[config.mk]
export PLATFORM = sky130hd
export DESIGN_NAME = sys_rx_cmd_ctrl_flat
export DESIGN_NICKNAME = d
export VERILOG_FILES = /design/src/rtl/sys_rx_cmd_ctrl_if.sv /design/src/rtl/sys_rx_cmd_ctrl.sv /design/src/flat_wrapper.sv
export SDC_FILE = /design/constraint.sdc
export NUM_CORES = 1
export LEC_CHECK = 0
export ABC_AREA = 1
export ABC_CLOCK_PERIOD_IN_PS = 2100
export BUFFER_PORTS_ARGS = -buffer_cell sky130_fd_sc_hd__buf_4
export CORE_ASPECT_RATIO = 1.5
export CORE_UTILIZATION = 52
export CTS_CLUSTER_SIZE = 10
export DETAILED_ROUTE_END_ITERATION = 6
export HOLD_SLACK_MARGIN = 0.1
export PLACE_DENSITY = 0.9
export REMOVE_ABC_BUFFERS = 1
export SLEW_MARGIN = 5
export SYNTH_ARGS = -nofsm -noshare
export SYNTH_HDL_FRONTEND = slang
export SYNTH_SLANG_ARGS = --single-unit
export TNS_END_PERCENT = 50
[constraint.sdc]
create_clock -name CLK -period 2.1 [get_ports CLK]
set_input_delay 0.315 -clock CLK [delete_from_list [all_inputs] [get_ports CLK]]
set_output_delay 0.315 -clock CLK [all_outputs]
set_load 0.02 [all_outputs]
[src/rtl/sys_rx_cmd_ctrl_if.sv]
// sys_rx_cmd_ctrl_if: bundles every non-clock signal of the UART receive-side
// command sequencer.
//   RX_*   : received byte and its one-cycle valid pulse
//   RF_*   : register-file write/read strobes, address, write data, read data
//   TX_*   : byte and request handed to the transmitter, transmitter busy
//   CFG_*  : live link configuration (parity enable/type, prescale)
//   Cmd_error : one-cycle protocol error pulse
// slave  = the sequencer itself, master = its surroundings.
interface sys_rx_cmd_ctrl_if #(
  parameter int DATA_W = 8,
  parameter int ADDR_W = 4
);
  logic [DATA_W-1:0] RX_P_Data;
  logic              RX_D_VLD;
  logic              RF_WrEn;
  logic              RF_RdEn;
  logic [ADDR_W-1:0] RF_Address;
  logic [DATA_W-1:0] RF_WrData;
  logic [DATA_W-1:0] RF_RdData;
  logic              RF_RdData_VLD;
  logic [DATA_W-1:0] TX_P_Data;
  logic              TX_D_VLD;
  logic              TX_Busy;
  logic              CFG_Parity_EN;
  logic              CFG_Parity_type;
  logic [5:0]        CFG_Prescale;
  logic              Cmd_error;

  modport slave (
    input  RX_P_Data, RX_D_VLD, RF_RdData, RF_RdData_VLD, TX_Busy,
    output RF_WrEn, RF_RdEn, RF_Address, RF_WrData, TX_P_Data, TX_D_VLD,
           CFG_Parity_EN, CFG_Parity_type, CFG_Prescale, Cmd_error
  );

  modport master (
    output RX_P_Data, RX_D_VLD, RF_RdData, RF_RdData_VLD, TX_Busy,
    input  RF_WrEn, RF_RdEn, RF_Address, RF_WrData, TX_P_Data, TX_D_VLD,
           CFG_Parity_EN, CFG_Parity_type, CFG_Prescale, Cmd_error
  );
endinterface

[src/rtl/sys_rx_cmd_ctrl.sv]
// sys_rx_cmd_ctrl: decodes received UART bytes into register-file write,
// register-file read (result forwarded to the transmitter) and link
// configuration commands. All outputs are registered.
//   CLK   : system clock
//   Reset : asynchronous, active-high
//   bus   : sys_rx_cmd_ctrl_if.slave (RX byte in, RF / TX / CFG / error out)
module sys_rx_cmd_ctrl #(
  parameter int DATA_W  = 8,
  parameter int ADDR_W  = 4,
  parameter int TIMEOUT = 1024
) (
  input logic              CLK,
  input logic              Reset,
  sys_rx_cmd_ctrl_if.slave bus
);
  // Counter only ever holds 0..TIMEOUT-1: the cycle it would reach TIMEOUT
  // is the abort cycle, after which it is cleared.
  localparam int                CNT_W    = $clog2(TIMEOUT);
  localparam logic [CNT_W-1:0]  CNT_LAST = CNT_W'(TIMEOUT - 1);
  localparam logic [DATA_W-1:0] OP_WR    = DATA_W'(8'hAA);
  localparam logic [DATA_W-1:0] OP_RD    = DATA_W'(8'hBB);
  localparam logic [DATA_W-1:0] OP_CFG   = DATA_W'(8'hCC);

  typedef enum logic [2:0] {
    IDLE, WR_ADDR, WR_DATA, RD_ADDR, RD_WAIT, TX_WAIT, CFG_DATA
  } state_t;

  state_t             state_q, state_d;
  logic [CNT_W-1:0]   cnt_q, cnt_d;
  logic               rf_wr_en_q, rf_wr_en_d, rf_rd_en_q, rf_rd_en_d;
  logic [ADDR_W-1:0]  rf_addr_q, rf_addr_d;
  logic [DATA_W-1:0]  rf_wdata_q, rf_wdata_d, tx_data_q, tx_data_d;
  logic               tx_vld_q, tx_vld_d, cmd_err_q, cmd_err_d;
  logic               par_en_q, par_en_d, par_type_q, par_type_d;
  logic [5:0]         prescale_q, prescale_d;

  logic              rx_vld, rd_vld, tx_busy, timed, expire;
  logic [DATA_W-1:0] rx_byte;

  assign rx_vld  = bus.RX_D_VLD;
  assign rx_byte = bus.RX_P_Data;
  assign rd_vld  = bus.RF_RdData_VLD;
  assign tx_busy = bus.TX_Busy;
  assign timed   = state_q inside {WR_ADDR, WR_DATA, RD_ADDR, RD_WAIT, CFG_DATA};
  // A byte / read-data pulse in the expiry cycle takes priority (checked first below).
  assign expire  = timed && (cnt_q == CNT_LAST);

  // state register
  always_ff @(posedge CLK or posedge Reset) begin
    if (Reset) begin
      state_q <= IDLE;
      cnt_q   <= '0;
    end else begin
      state_q <= state_d;
      cnt_q   <= cnt_d;
    end
  end

  // next-state
  always_comb begin
    state_d = state_q;
    unique case (state_q)
      IDLE: if (rx_vld) begin
        if (rx_byte == OP_WR)       state_d = WR_ADDR;
        else if (rx_byte == OP_RD)  state_d = RD_ADDR;
        else if (rx_byte == OP_CFG) state_d = CFG_DATA;
      end
      WR_ADDR:  if (rx_vld) state_d = WR_DATA; else if (expire) state_d = IDLE;
      WR_DATA:  if (rx_vld || expire) state_d = IDLE;
      RD_ADDR:  if (rx_vld) state_d = RD_WAIT; else if (expire) state_d = IDLE;
      // Transmitter already free: skip TX_WAIT and send straight away.
      RD_WAIT:  if (rd_vld) state_d = tx_busy ? TX_WAIT : IDLE;
                else if (expire) state_d = IDLE;
      TX_WAIT:  if (!tx_busy) state_d = IDLE;
      CFG_DATA: if (rx_vld || expire) state_d = IDLE;
      default:  state_d = IDLE;
    endcase
    // Every state change clears the counter; dropped bytes in RD_WAIT do not.
    cnt_d = (timed && state_d == state_q) ? cnt_q + CNT_W'(1) : '0;
  end

  // outputs
  always_comb begin
    rf_wr_en_d = 1'b0;
    rf_rd_en_d = 1'b0;
    tx_vld_d   = 1'b0;
    cmd_err_d  = 1'b0;
    rf_addr_d  = rf_addr_q;
    rf_wdata_d = rf_wdata_q;
    tx_data_d  = tx_data_q;
    par_en_d   = par_en_q;
    par_type_d = par_type_q;
    prescale_d = prescale_q;
    unique case (state_q)
      IDLE: if (rx_vld && !(rx_byte inside {OP_WR, OP_RD, OP_CFG})) cmd_err_d = 1'b1;
      WR_ADDR, RD_ADDR: begin
        if (rx_vld) begin
          rf_addr_d  = rx_byte[ADDR_W-1:0];
          rf_rd_en_d = (state_q == RD_ADDR);
        end else if (expire) cmd_err_d = 1'b1;
      end
      WR_DATA: begin
        if (rx_vld) begin
          rf_wdata_d = rx_byte;
          rf_wr_en_d = 1'b1;
        end else if (expire) cmd_err_d = 1'b1;
      end
      RD_WAIT: begin
        if (rx_vld) cmd_err_d = 1'b1;
        if (rd_vld) begin
          tx_data_d = bus.RF_RdData;
          tx_vld_d  = !tx_busy;
        end else if (expire) cmd_err_d = 1'b1;
      end
      TX_WAIT: begin
        if (rx_vld)   cmd_err_d = 1'b1;
        if (!tx_busy) tx_vld_d  = 1'b1;
      end
      CFG_DATA: begin
        if (rx_vld) begin
          if (|rx_byte[5:0]) begin
            par_en_d   = rx_byte[7];
            par_type_d = rx_byte[6];
            prescale_d = rx_byte[5:0];
          end else cmd_err_d = 1'b1;  // prescale 0 would stall the receiver
        end else if (expire) cmd_err_d = 1'b1;
      end
      default: ;
    endcase
  end

  always_ff @(posedge CLK or posedge Reset) begin
    if (Reset) begin
      rf_wr_en_q <= 1'b0;
      rf_rd_en_q <= 1'b0;
      rf_addr_q  <= '0;
      rf_wdata_q <= '0;
      tx_data_q  <= '0;
      tx_vld_q   <= 1'b0;
      cmd_err_q  <= 1'b0;
      par_en_q   <= 1'b1;
      par_type_q <= 1'b0;
      prescale_q <= 6'd8;
    end else begin
      rf_wr_en_q <= rf_wr_en_d;
      rf_rd_en_q <= rf_rd_en_d;
      rf_addr_q  <= rf_addr_d;
      rf_wdata_q <= rf_wdata_d;
      tx_data_q  <= tx_data_d;
      tx_vld_q   <= tx_vld_d;
      cmd_err_q  <= cmd_err_d;
      par_en_q   <= par_en_d;
      par_type_q <= par_type_d;
      prescale_q <= prescale_d;
    end
  end

  assign bus.RF_WrEn         = rf_wr_en_q;
  assign bus.RF_RdEn         = rf_rd_en_q;
  assign bus.RF_Address      = rf_addr_q;
  assign bus.RF_WrData       = rf_wdata_q;
  assign bus.TX_P_Data       = tx_data_q;
  assign bus.TX_D_VLD        = tx_vld_q;
  assign bus.Cmd_error       = cmd_err_q;
  assign bus.CFG_Parity_EN   = par_en_q;
  assign bus.CFG_Parity_type = par_type_q;
  assign bus.CFG_Prescale    = prescale_q;
endmodule

[src/flat_wrapper.sv]
// flat-port wrapper written by rule: the top's interface ports become plain ports
module sys_rx_cmd_ctrl_flat 
#(
  parameter int DATA_W  = 8,
  parameter int ADDR_W  = 4,
  parameter int TIMEOUT = 1024
)
  (CLK, Reset, bus_RX_P_Data, bus_RX_D_VLD, bus_RF_RdData, bus_RF_RdData_VLD, bus_TX_Busy, bus_RF_WrEn, bus_RF_RdEn, bus_RF_Address, bus_RF_WrData, bus_TX_P_Data, bus_TX_D_VLD, bus_CFG_Parity_EN, bus_CFG_Parity_type, bus_CFG_Prescale, bus_Cmd_error);
  sys_rx_cmd_ctrl_if #(.DATA_W(DATA_W), .ADDR_W(ADDR_W)) bus_i ();
  input logic CLK;
  input logic Reset;
  input wire logic [$bits(bus_i.RX_P_Data)-1:0] bus_RX_P_Data;
  input wire logic [$bits(bus_i.RX_D_VLD)-1:0] bus_RX_D_VLD;
  input wire logic [$bits(bus_i.RF_RdData)-1:0] bus_RF_RdData;
  input wire logic [$bits(bus_i.RF_RdData_VLD)-1:0] bus_RF_RdData_VLD;
  input wire logic [$bits(bus_i.TX_Busy)-1:0] bus_TX_Busy;
  output wire logic [$bits(bus_i.RF_WrEn)-1:0] bus_RF_WrEn;
  output wire logic [$bits(bus_i.RF_RdEn)-1:0] bus_RF_RdEn;
  output wire logic [$bits(bus_i.RF_Address)-1:0] bus_RF_Address;
  output wire logic [$bits(bus_i.RF_WrData)-1:0] bus_RF_WrData;
  output wire logic [$bits(bus_i.TX_P_Data)-1:0] bus_TX_P_Data;
  output wire logic [$bits(bus_i.TX_D_VLD)-1:0] bus_TX_D_VLD;
  output wire logic [$bits(bus_i.CFG_Parity_EN)-1:0] bus_CFG_Parity_EN;
  output wire logic [$bits(bus_i.CFG_Parity_type)-1:0] bus_CFG_Parity_type;
  output wire logic [$bits(bus_i.CFG_Prescale)-1:0] bus_CFG_Prescale;
  output wire logic [$bits(bus_i.Cmd_error)-1:0] bus_Cmd_error;
  assign bus_i.RX_P_Data = bus_RX_P_Data;
  assign bus_i.RX_D_VLD = bus_RX_D_VLD;
  assign bus_i.RF_RdData = bus_RF_RdData;
  assign bus_i.RF_RdData_VLD = bus_RF_RdData_VLD;
  assign bus_i.TX_Busy = bus_TX_Busy;
  assign bus_RF_WrEn = bus_i.RF_WrEn;
  assign bus_RF_RdEn = bus_i.RF_RdEn;
  assign bus_RF_Address = bus_i.RF_Address;
  assign bus_RF_WrData = bus_i.RF_WrData;
  assign bus_TX_P_Data = bus_i.TX_P_Data;
  assign bus_TX_D_VLD = bus_i.TX_D_VLD;
  assign bus_CFG_Parity_EN = bus_i.CFG_Parity_EN;
  assign bus_CFG_Parity_type = bus_i.CFG_Parity_type;
  assign bus_CFG_Prescale = bus_i.CFG_Prescale;
  assign bus_Cmd_error = bus_i.Cmd_error;
  sys_rx_cmd_ctrl #(.DATA_W(DATA_W), .ADDR_W(ADDR_W), .TIMEOUT(TIMEOUT)) u_core (.CLK(CLK), .Reset(Reset), .bus(bus_i));
endmodule
==> results of run 1 <==
[layer usage]
layer,track usage,part of all wire,vias up
met3,0.0498,0.056,10
li1,-,-,892
met2,0.419,0.52,72
met4,0.134,0.025,0
met1,0.278,0.40,842
met5,0,0,-
[critical path: stages (launching register included)]
cell and delay [ns]:
dfrtp_1 0.39, ha_1 0.20, nand2_1 0.07, nor2_2 0.12, nand2_1 0.11, nor2_2 0.14, nand2_2 0.10, inv_1 0.08
nor2_1 0.05, nand2_1 0.08, nand4_1 0.15, nand3_4 0.17, nor2_1 0.06
[state kept, by name (all words and copies together), names as in the netlist]
register,count
u_core.bus.CFG_Parity_EN,1
u_core.bus.CFG_Parity_type,1
u_core.bus.CFG_Prescale,6
u_core.bus.Cmd_error,1
u_core.bus.RF_Address,4
u_core.bus.RF_RdEn,1
u_core.bus.RF_WrData,8
u_core.bus.RF_WrEn,1
u_core.bus.TX_D_VLD,1
u_core.bus.TX_P_Data,8
u_core.cnt_q,10
u_core.state_q,3
[cells in the final DEF (no fill, tap or decap), types with 2 or more instances in the layout]
master and count:
nand2_2 3, inv_2 4, clkbuf_8 6, dfstp_2 2
nor2_2 7, dfrtp_1 43, nand4_1 2, buf_4 54
xnor2_1 3, nand3_1 11, o21ai_1 2, clkinv_1 2
o21ai_0 21, nor2_1 24, inv_1 24, xor2_1 5
nand2_1 81
[cells by family after synthesis]
kind of cell | after synthesis | synth area share
adders and majority gates | 1 | 0.00609
and+or+nand+nor | 131 | 0.270
AOI/OAI and AO/OA | 29 | 0.0797
buffers and inverters | 33 | 0.0609
xor gates and xnor gates | 8 | 0.0341
DFF | 45 | 0.549
[cell type report]
class	instances	area, sq um	area share
sequential	45	1130	0.426
multi-input combinational	169	802	0.303
timing repair buffer	56	435	0.164
inverter	30	113	0.0425
clock buffer	7	86.3	0.0326
tap	43	53.8	0.0203
clock inverter	1	30.0	0.0113
[report_power, final]
part	internal, mW	switching (mW)
logic	0.362	0.545
registers	1.05	0.122
clock network	0.388	0.279
total	1.80	0.946
[metrics by stage]
stage	hold WS, ns	total power, mW	cells	worst slack [ns]
floorplan	0.381	1.69	244	0.363
global placement	0.395	2.04	341	0.337
detailed placement	0.411	2.08	341	0.265
CTS	0.186	2.75	350	0.242
global route	0.203	2.91	351	0.0496
finish	0.196	2.74	351	0.279
[how the worst max path moves through the flow]
stage                                startpoint                   endpoint  slack [ns]  cells after the start
floorplan           u_core.state_q[0]$_DFF_PP0_  u_core.cnt_q[0]$_DFF_PP0_        0.36                      9
global route          u_core.cnt_q[0]$_DFF_PP0_  u_core.cnt_q[0]$_DFF_PP0_        0.05                     12
CTS                   u_core.cnt_q[0]$_DFF_PP0_  u_core.cnt_q[0]$_DFF_PP0_        0.24                     12
global placement      u_core.cnt_q[0]$_DFF_PP0_  u_core.cnt_q[0]$_DFF_PP0_        0.34                     12
finish                u_core.cnt_q[0]$_DFF_PP0_  u_core.cnt_q[6]$_DFF_PP0_        0.28                     12
detailed placement    u_core.cnt_q[0]$_DFF_PP0_  u_core.cnt_q[4]$_DFF_PP0_        0.27                     12
[timing repair]
action                                  in CTS  in global routing
hold endpoints to repair                    21                  0
hold buffers                                 1                  0
endpoints found under the setup margin       0                  1
setup buffers                                0                  1
==> summary.md, run 1 <==
| Metric | Value |
|---|---|
| Routed WL | `4410 um` |
| # diodes | `0` |
| Final setup vio count | `0` |
| Mapped Cells | `247` |
| Post-route DRC | `0` |
| Initial drt markers | `54` |
| Maximum number of pins on one net before global-route repair | `25` |
| Placed Instance Area | `0.00251 sq mm` |
| CP arrival | `2.01 ns` |
| Worst vdd ir | `0.825 mV` |
| RSZ-0062 raised after global routing | `no` |
| GRT Total Usage | `0.247` |
| Count leader, synth | `nand2_1` |
| Crit-path max FO | `10` |
| CP Launch Type | `register` |
| Clk sinks | `45` |
| # IOs | `53` |
| Worst Hold Class | `in -> reg` |
| Hold depth | `2` |
| Port-buffer cells | `52` |
| Die width | `53.3 um` |
| CTS tree | `yes` |
| Share of the synthesized area in the top cell type | `0.523` |
| Total congestion overflow | `0` |
| # Max-Cap Violations | `0` |
| Tmin final | `1.82 ns` |
| Die height | `79.0 um` |
| Outcome | `finished, final reports clean` |
| Post-synth EDFFs | `0` |
| CP Class | `reg -> reg` |
| Layout filler cell count | `273` |
| FFs w/ async S/R, synth | `1.00` |
| Clock root cell | `clkbuf_8` |
| Wire per inst | `12.6 um` |
| Core area | `0.00372 sq mm` |
| Num CTS Buffers | `5` |
| Final hold vios | `0` |
| Number of vias per cell | `5.17` |
| Vias in the first global route | `1794` |
| Clock Latency Late Sink | `0.30 ns` |
| Fin crit share | `0.867` |
| First-pass GRT wire length | `7530 um` |
| Final Cell Area | `0.00265 sq mm` |
| Synth warn | `0` |
| Layout area overhead | `28.8%` |
| Fmax | `549 MHz` |
| Die area | `0.00421 sq mm` |
| Synth area leaders | `dfrtp_1 (52%), nand2_1 (15%), o21ai_0 (5.1%)` |
| Power per cell area | `1040 mW/mm^2` |
| DP HPWL | `3230 um` |
| Distinct cells, synth | `27` |
| Clk slew on worst S/H paths | `0.07 ns` |
| Mean Syn Cell Area | `8.32 sq um` |
| Post-cts sizing count | `0` |
| Leak Pwr | `1.39 nW` |
| Crit path required time | `2.28 ns` |
| Final setup TNS | `0 ns` |
| Fraction of layout cells with a size suffix above 1 | `0.260` |
| Antenna violations before repair | `0` |
| Worst reg2reg setup slack | `0.28 ns` |
| Critical path capture point type | `register` |
| Min-Delay Startpoint | `bus_TX_Busy` |
| Worst reg2reg path depth | `12` |
| Max Transition Viols Final | `0` |
| Post-synthesis sequential area ratio | `0.549` |
| Cell area after synthesis | `0.00206 sq mm` |
| Row count | `27` |
| Slew HR | `0.459` |
| Gpl congestion | `0.917` |
| Worst Tran Pin Value | `0.807 ns` |
| H-Tree Depth | `2` |
| Final Util | `0.713` |
| Top post-synthesis cells by count | `nand2_1 (81), dfrtp_1 (43), inv_1 (25)` |
| Max Buffers Root-to-Sink | `2` |
| Antenna-violating nets left | `0` |
| Synth Flop Type | `dfrtp_1` |
| Area leader, netlist | `dfrtp_1` |
| Flop and latch count out of synthesis | `45` |
| Worst r2r src | `u_core.cnt_q[0]$_DFF_PP0_` |
| Clk_skew | `0.00784 ns` |
| Vias | `1816` |
| NumNets Final | `329` |
| R2r endpoint | `u_core.cnt_q[6]$_DFF_PP0_` |
| Hold endpoint | `u_core.bus.TX_D_VLD$_DFF_PP0_` |
| Drt pass-1 iters | `4` |
| Starting Density | `0.553` |
No activity file was read; power rests on OpenSTA's default activity.
==> inputs of run 2 (changes only) <==
- CELL_PAD_IN_SITES_DETAIL_PLACEMENT: default -> 1
- CELL_PAD_IN_SITES_GLOBAL_PLACEMENT: default -> 1
- CORE_UTILIZATION: 52 -> 38
- PLACE_DENSITY: 0.9 -> 0.89
==> summary.md, run 2 (synthesized netlist as in run 1, its figures left out) <==
| Metric | Value |
|---|---|
| Power per cell area | `990 mW/mm^2 (was 1040 mW/mm^2)` |
| Vias in the first global route | `1848 (was 1794)` |
| Crit-path max FO | `10 (unchanged)` |
| Worst reg2reg path depth | `12 (unchanged)` |
| Clk slew on worst S/H paths | `0.08 ns (was 0.07 ns)` |
| Worst r2r src | `u_core.cnt_q[0]$_DFF_PP0_ (unchanged)` |
| Layout filler cell count | `635 (was 273)` |
| Placed Instance Area | `0.00255 sq mm (was 0.00251 sq mm)` |
| CP Class | `reg -> reg (unchanged)` |
| Post-cts sizing count | `0 (unchanged)` |
| Max Transition Viols Final | `0 (unchanged)` |
| Final Cell Area | `0.00266 sq mm (was 0.00265 sq mm)` |
| First-pass GRT wire length | `8430 um (was 7530 um)` |
| GRT Total Usage | `0.203 (was 0.247)` |
| Antenna violations before repair | `0 (unchanged)` |
| Vias | `1815 (was 1816)` |
| Antenna-violating nets left | `0 (unchanged)` |
| RSZ-0062 raised after global routing | `no (unchanged)` |
| Final hold vios | `0 (unchanged)` |
| Clock root cell | `clkbuf_8 (unchanged)` |
| Outcome | `finished, final reports clean (unchanged)` |
| Fmax | `532 MHz (was 549 MHz)` |
| Max reg flops | `10 (unchanged)` |
| Number of setup buffers added after CTS | `0 (unchanged)` |
| Clk_skew | `0.00827 ns (was 0.00784 ns)` |
| Finished Layout Cells | `377 (was 351)` |
| Most frequent cells in the layout | `nand2_1 (81), buf_4 (56), dfrtp_1 (43) (was nand2_1 (81), buf_4 (54), dfrtp_1 (43))` |
| R2r endpoint | `u_core.cnt_q[6]$_DFF_PP0_ (unchanged)` |
| Row count | `32 (was 27)` |
| CP arrival | `2.06 ns (was 2.01 ns)` |
| # diodes | `0 (unchanged)` |
| Maximum number of pins on one net before global-route repair | `27 (was 25)` |
| Starting Density | `0.398 (was 0.553)` |
| H-Tree Depth | `2 (unchanged)` |
| Number of vias per cell | `4.81 (was 5.17)` |
| Worst reg2reg setup slack | `0.22 ns (was 0.28 ns)` |
| Worst Hold Class | `in -> reg (unchanged)` |
| # Max-Cap Violations | `0 (unchanged)` |
| CP Launch Type | `register (unchanged)` |
| Total congestion overflow | `0 (unchanged)` |
| Num CTS Buffers | `5 (unchanged)` |
| Initial drt markers | `50 (was 54)` |
| Fin crit share | `0.895 (was 0.867)` |
| # IOs | `53 (unchanged)` |
| Final setup TNS | `0 ns (unchanged)` |
| Die height | `92.1 um (was 79.0 um)` |
| Gpl congestion | `0.889 (was 0.917)` |
| Clk sinks | `45 (unchanged)` |
| Fraction of layout cells with a size suffix above 1 | `0.269 (was 0.260)` |
| Final setup vio count | `0 (unchanged)` |
| Tmin final | `1.88 ns (was 1.82 ns)` |
| Die width | `62.1 um (was 53.3 um)` |
| Critical path capture point | `u_core.cnt_q[6]$_DFF_PP0_ (unchanged)` |
| Slew HR | `0.633 (was 0.459)` |
| Port-buffer cells | `52 (unchanged)` |
| Wire per inst | `13.4 um (was 12.6 um)` |
| Drt pass-1 iters | `4 (unchanged)` |
| Worst Tran Pin Value | `0.550 ns (was 0.807 ns)` |
| Critical path capture point type | `register (unchanged)` |
| Die area | `0.00571 sq mm (was 0.00421 sq mm)` |
| Clock Latency Late Sink | `0.30 ns (about the same)` |
| Layout area overhead | `29.2% (was 28.8%)` |
| Placed Instances | `368 (was 341)` |
| Worst vdd ir | `0.429 mV (was 0.825 mV)` |
| Worst setup path startpoint | `u_core.cnt_q[0]$_DFF_PP0_ (unchanged)` |
| Leak Pwr | `1.38 nW (was 1.39 nW)` |
| Post-route DRC | `0 (unchanged)` |
| Crit path required time | `2.28 ns (about the same)` |
| Core area | `0.00516 sq mm (was 0.00372 sq mm)` |
| Commonest non-fill, non-tap cell in the layout | `nand2_1 (unchanged)` |
| Routed WL | `5050 um (was 4410 um)` |
| DP HPWL | `3950 um (was 3230 um)` |
| Largest Register | `u_core.cnt_q (unchanged)` |
| CTS tree | `yes (unchanged)` |
| NumNets Final | `330 (was 329)` |
| Max Buffers Root-to-Sink | `2 (unchanged)` |
==> run 2: cell types whose count changed in the layout (fill, tap and decap cells not counted), sizes merged <==
cell / delta
buf: +1
bufinv: -1
clkbuf: -1
clkinv: +1
inv: +1
==> run 2: cell type report <==
type / count / area [sq um] / area share
sequential: 45 / 1130 / 0.425
multi-input combinational: 169 / 802 / 0.302
timing repair buffer: 57 / 430 / 0.162
inverter: 30 / 113 / 0.0424
tap: 68 / 85.1 / 0.0320
clock buffer: 6 / 82.6 / 0.0311
clock inverter: 2 / 13.8 / 0.00518
==> run 2: power by group <==
part	switching (mW)	internal, mW
Sequential	0.128	1.05
Clock	0.287	0.267
Combinational	0.544	0.355
==> run 2: worst min path at each step <==
stage,start,endpoint,cells after the start
after CTS,bus_TX_Busy,u_core.bus.TX_D_VLD$_DFF_PP0_,2
final,bus_TX_Busy,u_core.bus.TX_D_VLD$_DFF_PP0_,2
after floorplan,bus_TX_Busy,u_core.bus.TX_D_VLD$_DFF_PP0_,1
after global routing,bus_TX_Busy,u_core.bus.TX_D_VLD$_DFF_PP0_,2
after global placement,Reset,u_core.bus.RF_RdEn$_DFF_PP0_,2
after detailed placement,Reset,u_core.bus.RF_RdEn$_DFF_PP0_,2
==> run 2: layer usage <==
metal	wire (um)	track usage	part of all wire
met5	0	0	0
met4	121	0.0870	0.024
met3	142	0.0310	0.028
met2	2900	0.365	0.57
met1	1890	0.220	0.37
==> run 2: worst max-delay path, stage by stage, from the launching register on <==
cell and delay, ns:
dfrtp_1 0.42, ha_1 0.21, nand2_1 0.07, nor2_2 0.12, nand2_1 0.10, nor2_2 0.13, nand2_2 0.09, inv_1 0.07
nor2_1 0.05, nand2_1 0.08, nand4_1 0.16, nand3_4 0.19, nor2_1 0.06
==> run 2: stage by stage <==
stage | power [mW] | util | worst slack, ns | hold slack (ns)
after CTS | 2.66 | 0.514 | 0.203 | 0.188
final | 2.63 | 0.514 | 0.220 | 0.195
after global routing | 2.80 | 0.514 | 0.0224 | 0.183
after floorplan | 1.69 | - | 0.363 | 0.381
after detailed placement | 2.10 | 0.493 | 0.216 | 0.406
after global placement | 2.06 | 0.493 | 0.316 | 0.404
==> run 2: what timing repair did <==
item / CTS / global route
hold buffers: 1 / 0
hold endpoints to repair: 22 / 0
setup endpoints to repair: 0 / 0
